## src/rtl/w_update_bank_pkg.sv

```systemverilog
// w_update_pkg: shared FSM state type and arithmetic constants for the weight-update bank
package w_update_pkg;
    typedef enum logic [1:0] {IDLE, RUN, DRAIN, DONE} state_t;
    function automatic longint round_const(int qp);
        return longint'(1) << (qp - 1);
    endfunction
    function automatic longint sat_max(int width);
        return (longint'(1) << (width - 1)) - 1;
    endfunction
    function automatic longint sat_min(int width);
        return -(longint'(1) << (width - 1));
    endfunction
endpackage

```

## src/rtl/w_update_bank_if.sv

```systemverilog
// w_update_bank_if: control, tap-input and weight-bank bundle of the weight-update engine
interface w_update_bank_if #(parameter int WIDTH = 16, parameter int TAPS = 8);
    logic                    start;
    logic                    clear;
    logic [WIDTH-1:0]        mu_error;
    logic [TAPS*WIDTH-1:0]   x_vec;
    logic                    busy;
    logic                    done;
    logic [TAPS*WIDTH-1:0]   weights;
    modport master(output start, clear, mu_error, x_vec, input busy, done, weights);
    modport slave(input start, clear, mu_error, x_vec, output busy, done, weights);
endinterface

```

## src/rtl/w_update_bank_mac.sv

```systemverilog
// w_update_mac: rounded Q-format product for one tap and weight add (saturating under W_UPDATE_BANK_SAT_EN)
module w_update_mac
    import w_update_pkg::*;
#(
    parameter int WIDTH = 16,
    parameter int QP    = 12
) (
    input  logic signed [WIDTH-1:0] x,
    input  logic signed [WIDTH-1:0] mu,
    input  logic signed [WIDTH-1:0] w,
    input  logic signed [WIDTH-1:0] p_in,
    output logic signed [WIDTH-1:0] p,
    output logic signed [WIDTH-1:0] sum
);
    logic signed [2*WIDTH-1:0] full;
    assign full = x * mu + (2*WIDTH)'(round_const(QP));
    assign p = WIDTH'(full >>> QP);
`ifdef W_UPDATE_BANK_SAT_EN
    logic [WIDTH:0] s;
    assign s = {w[WIDTH-1], w} + {p_in[WIDTH-1], p_in};
    assign sum = s[WIDTH] != s[WIDTH-1] ? (s[WIDTH] ? WIDTH'(sat_min(WIDTH)) : WIDTH'(sat_max(WIDTH)))
                                        : s[WIDTH-1:0];
`else
    assign sum = w + p_in;
`endif
endmodule

```

## src/rtl/w_update_bank.sv

```systemverilog
// w_update_bank: multi-tap LMS weight bank updated through one pipelined shared multiplier.
// Define W_UPDATE_BANK_SAT_EN for saturating weight adds (default wraps).
module w_update_bank
    import w_update_pkg::*;
#(
    parameter int WIDTH = 16,
    parameter int QP    = 12,
    parameter int TAPS  = 8
) (
    input  logic            clk,
    input  logic            reset,
    w_update_bank_if.slave  bus
);
    localparam int IW = $clog2(TAPS);
    state_t state, state_d;
    logic [IW-1:0] idx, wb_idx;
    logic last, wb_en;
    logic signed [WIDTH-1:0] mu_q, prod_q, prod_d, sum;
    logic signed [WIDTH-1:0] x_q [TAPS];
    logic signed [WIDTH-1:0] w [TAPS];
    assign last   = idx == IW'(TAPS - 1);
    // the product registered last cycle belongs to tap idx-1; DRAIN holds idx at the final tap
    assign wb_en  = (state == RUN && idx != '0) || state == DRAIN;
    assign wb_idx = state == DRAIN ? idx : idx - IW'(1);
    assign bus.busy = state != IDLE;
    assign bus.done = state == DONE;
    w_update_mac #(.WIDTH(WIDTH), .QP(QP)) mac (
        .x(x_q[idx]), .mu(mu_q), .w(w[wb_idx]), .p_in(prod_q), .p(prod_d), .sum(sum)
    );
    always_ff @(posedge clk or negedge reset)
        if (!reset) state <= IDLE;
        else state <= state_d;
    always_comb begin
        state_d = bus.clear       ? IDLE
                : state == IDLE   ? (bus.start ? RUN : IDLE)
                : state == RUN    ? (last ? DRAIN : RUN)
                : state == DRAIN  ? DONE
                :                   IDLE;
    end
    always_ff @(posedge clk or negedge reset) begin
        if (!reset) begin
            idx    <= '0;
            mu_q   <= '0;
            prod_q <= '0;
            for (int i = 0; i < TAPS; i++) begin
                x_q[i] <= '0;
                w[i]   <= '0;
            end
        end else if (bus.clear) begin
            idx    <= '0;
            prod_q <= '0;
            for (int i = 0; i < TAPS; i++) w[i] <= '0;
        end else begin
            if (state == IDLE && bus.start) begin
                idx  <= '0;
                mu_q <= bus.mu_error;
                for (int i = 0; i < TAPS; i++) x_q[i] <= bus.x_vec[i*WIDTH +: WIDTH];
            end
            if (state == RUN) begin
                prod_q <= prod_d;
                if (!last) idx <= idx + IW'(1);
            end
            if (wb_en) w[wb_idx] <= sum;
        end
    end
    for (genvar k = 0; k < TAPS; k++) begin : g_out
        assign bus.weights[k*WIDTH +: WIDTH] = w[k];
    end
endmodule

```

## src/flat_wrapper.sv

```systemverilog
// flat-port wrapper written by rule: the top's interface ports become plain ports
module w_update_bank_flat import w_update_pkg::*;
#(
    parameter int WIDTH = 16,
    parameter int QP    = 12,
    parameter int TAPS  = 8
)
  (clk, reset, bus_start, bus_clear, bus_mu_error, bus_x_vec, bus_busy, bus_done, bus_weights);
  w_update_bank_if #(.WIDTH(WIDTH), .TAPS(TAPS)) bus_i ();
  input  logic clk;
  input  logic reset;
  input wire logic [$bits(bus_i.start)-1:0] bus_start;
  input wire logic [$bits(bus_i.clear)-1:0] bus_clear;
  input wire logic [$bits(bus_i.mu_error)-1:0] bus_mu_error;
  input wire logic [$bits(bus_i.x_vec)-1:0] bus_x_vec;
  output wire logic [$bits(bus_i.busy)-1:0] bus_busy;
  output wire logic [$bits(bus_i.done)-1:0] bus_done;
  output wire logic [$bits(bus_i.weights)-1:0] bus_weights;
  assign bus_i.start = bus_start;
  assign bus_i.clear = bus_clear;
  assign bus_i.mu_error = bus_mu_error;
  assign bus_i.x_vec = bus_x_vec;
  assign bus_busy = bus_i.busy;
  assign bus_done = bus_i.done;
  assign bus_weights = bus_i.weights;
  w_update_bank #(.WIDTH(WIDTH), .QP(QP), .TAPS(TAPS)) u_core (.clk(clk), .reset(reset), .bus(bus_i));
endmodule
```

## config.mk

```make
export PLATFORM = sky130hd
export DESIGN_NAME = w_update_bank_flat
export DESIGN_NICKNAME = d
export VERILOG_FILES = /design/src/rtl/w_update_bank_pkg.sv /design/src/rtl/w_update_bank_if.sv /design/src/rtl/w_update_bank_mac.sv /design/src/rtl/w_update_bank.sv /design/src/flat_wrapper.sv
export SDC_FILE = /design/constraint.sdc
export NUM_CORES = 1
export LEC_CHECK = 0
export CORE_UTILIZATION = 57
export CTS_CLUSTER_SIZE = 40
export DETAILED_ROUTE_END_ITERATION = 8
export PLACE_DENSITY = 0.92
export SYNTH_ARGS = -nofsm -noshare
export SYNTH_HDL_FRONTEND = slang
export SYNTH_SLANG_ARGS = --single-unit
```

## constraint.sdc

```tcl
create_clock -name clk -period 9.22 [get_ports clk]
set_clock_uncertainty 0.2 [all_clocks]
set_input_delay 0.922 -clock clk [delete_from_list [all_inputs] [get_ports clk]]
set_output_delay 0.922 -clock clk [all_outputs]
set_load 0.02 [all_outputs]
```

==> key figures <==
Critical path
  – Critical Path Source: u_core.idx[0]
  – Slowest CP cell: dfrtp_2
  – Setup crit end: u_core.prod_q[13]
  – Worst-path cell chain: buf_4, mux4_2, mux2_2, nand2_1, fa_1, fa_1, fa_1, inv_1, fa_1, fa_1, inv_1, fa_1, inv_1, ha_1, nand3_1, nor4_1, nand4b_4, o211ai_4, o21bai_4, a21o_1, a21boi_1, o21ai_1, a21o_1, a32o_1
  – R2r worst-path depth: 24
  – CP max FO: 30
  – Max stage delay on crit path: 970 ps
  – R2r setup slk: 930 ps
  – Reg-to-Reg Start: u_core.idx[0]
  – Critical Path Most Common Cell: fa_1
  – CP Class: flop to flop
  – Worst EP required: around 9500 ps
  – Reg2Reg Capture Point: u_core.prod_q[13]
  – Crit path launch type: flop
  – Critical path arrival: 8550 ps
  – CP endpoint kind: flop

Clock network
  – Clock Path Buffers: 3
  – Post-cts resize count: 0
  – Setup bufs post-CTS: 0
  – H-tree Lvls: 1
  – Clock Pin Slew Worst Setup and Hold Paths: approximately 60 ps
  – TritonCTS clock tree: yes
  – Clock Latency Late Sink: 580 ps
  – Sink Count: 293
  – CTS root buf: clkbuf_16
  – Post-CTS Hold Fix Bufs: 0
  – Total CTS buffers: 31

Route
  – Final WL: 65200 um
  – Antenna viol nets, final: 0
  – Drt pass-1 iters: 6
  – Via-to-Cell Ratio: 6.22
  – Routed len/inst: between 20 and 25 um
  – Vias post-DR: ~17k
  – # DRC: 0
  – Initial DRC Count: 1575

Synth
  – Mux cell area share after synthesis: around an eighth
  – Synth Cell Area: 21800 um^2
  – Compound-cell area share of the yosys netlist: 9.70%
  – Avg Cell Area, Syn: 11.1 um^2
  – Post-Synth Adder-Cell Area: 26.4%
  – Library cells used by synthesis: between 60 and 70
  – Syn Inst Count: 1956
  – Syn Nets: 2425
  – Post-synthesis xor/xnor area fraction: 1.93%
  – Post-synth ARST share: 100%
  – Post-synthesis register bit count: approximately 290
  – Largest family of logic cells by synthesized area: adder cells
  – Register area share after synthesis: 33.6%
  – Yosys warns: 0
  – Post-synth top flop: dfrtp_1
  – EDFF count, synth: 0
  – Simple-Gate Fraction of Synth Area: 9.89%

Timing
  – Maximum clock frequency: 121 MHz
  – Total Neg Setup Slack: 0 ps
  – Final period util: between 80% and 90%
  – Min Tclk post-route: approximately 8300 ps
  – RSZ-0062 raised after global routing: false
  – Headroom to the max-slew limit: about 14%
  – Endpoints failing setup: 0
  – Slew Viols, Final: 0
  – Setup ws final: 929 ps
  – Worst Max-Slew Pin Slew: around 1300 ps
  – Hold Vio Cnt, Final: 0

Global route
  – Global route overflow: 0
  – First-pass GRT wire length: 103000 um
  – Grt met3 use: under 10%
  – Largest net degree at the start of global routing: 166
  – Initial antenna violation count: 0
  – Vias in the first global route: 18.4k
  – GR Util met1: 42.0%
  – Total GRT Usage: 34.5%
  – Most Used Layer, Global Route: met2
  – Grt met2 use: 58.0%

Placed design
  – Pre-CTS setup slack: 971 ps
  – HPWL Detailed: 47200 um
  – Final GP Congestion: about 0.96
  – I/O Buffers: 277

Outcome
  – Outcome: completed

Min path
  – Hold Crit Class: primary input to asynchronous set/reset pin

Final layout
  – Area of the multi-input gates: between 10000 and 15000 um^2
  – Post-route core utilization: 69.3%
  – Layout cell share with drive strength beyond 1: 13.0%
  – Final #Nets: 2656
  – FF+latch area: 7330 um^2
  – Fillers: 2520
  – Ant diodes: 0
  – P&R area growth vs syn: 19.7%

Floorplan
  – Die footprint: a little under 40000 um^2
  – Initial Utilization: 57.9%
  – Die X: slightly below 200 um
  – I/O pin count: 278
  – Core Footprint: about 38000 um^2
  – Row cnt: around 70
  – Die Ht: between 150 and 200 um

Flow run
  – Max-cap viol count: 0
area by class of cell:
class | count | share of cell area, %
clock buffer | 40 | 3.37
clock inverter | 18 | 0.902
inverter | 287 | 4.13
multi-input combinational | 1278 | 49.8
sequential | 293 | 28.1
tap | 511 | 2.45
timing repair buffer | 296 | 11.2
kinds of logic (layout without fill, tap and decap cells):
| logic type | count (synthesis) | after routing |
|---|---|---|
| AO/OA/AOI/OAI | 283 | 283 |
| XOR/XNOR | 44 | 44 |
| adder cells (fa/ha/maj) | 321 | 321 |
| buffers and inverters | 385 | 641 |
| flip-flops | 293 | 293 |
| multiplexers | 194 | 194 |
| AND/OR/NAND/NOR | 436 | 436 |
through the flow:
stage          std cells  hold WS (ps)  area (um^2)
2_1_floorplan       1956           255        21800
3_3_place_gp        2665           282        25000
3_5_place_dp        2665           283        25000
4_1_cts             2723           298        26100
5_1_grt             2723           324        26100
6_report            2723           259        26100
layout by cell type (no fill, tap or decap), types with 9 or more instances in the layout:
cell	count
nand3_1	12
a21o_1	11
dfrtp_1	292
o21ai_1	32
ha_1	91
mux2_2	157
mux4_2	32
and2_1	105
nand2_1	183
clkdlybuf4s50_1	276
nor2_1	40
a21oi_1	21
nor3_1	18
xor2_1	13
a22o_1	114
fa_1	230
clkbuf_16	31
inv_1	285
xnor2_1	27
clkinv_2	9
nand2b_1	17
buf_4	18
o21ai_0	14
o22ai_1	46
nor2b_1	26
worst max-delay path, delay by kind of cell, from the launching register on:
kind | cells | cell delay (ps)
fa+ha+maj | 7 | 3290
compound gates | 7 | 1280
mux | 2 | 1020
flops | 1 | 970
simple gates | 4 | 840
buf+inv | 4 | 530
flip-flops by register name, indices dropped and copies added, names as in the netlist:
signal and count:
u_core.bus.weights 128, u_core.idx 3, u_core.mu_q 16, u_core.x_q 128, u_core.state 2, u_core.prod_q 16
per-layer routing:
metal	share of wire (%)	up-vias
li1	-	6961
met1	35	8524
met2	49	1185
met3	10	278
met4	5.9	0
met5	0	-
cell usage after synthesis, drive strengths merged, types with 17 or more instances:
cell      n  share of area (%)
ha       91                5.2
nand2b   17               0.49
fa      230                 21
clkbuf   80                1.4
buf      18               0.43
nand2   184                3.2
nor3     18               0.41
inv     287                4.9
dfrtp   293                 34
a22o    114                4.6
mux2    158                8.2
nor2     40               0.69
o21ai    47                1.1
mux4     32                3.3
nor2b    26               0.75
and2    105                3.0
a21oi    21               0.48
o22ai    46                1.3
xnor2    30                1.3
worst min path at each step:
| stage | end | startpoint | slack [ps] |
|---|---|---|---|
| finish | u_core.bus.weights[57] | reset | 260 |
| global route | u_core.x_q[8] | u_core.x_q[8] | 320 |
| CTS | u_core.prod_q[10] | u_core.prod_q[10] | 300 |
| detailed placement | u_core.prod_q[10] | u_core.prod_q[10] | 280 |
| global placement | u_core.prod_q[4] | u_core.prod_q[4] | 280 |
| floorplan | u_core.prod_q[11] | u_core.prod_q[11] | 260 |
Power is not shown: default switching activity piles up to over one toggle a cycle in this logic, so the estimate is an artifact.
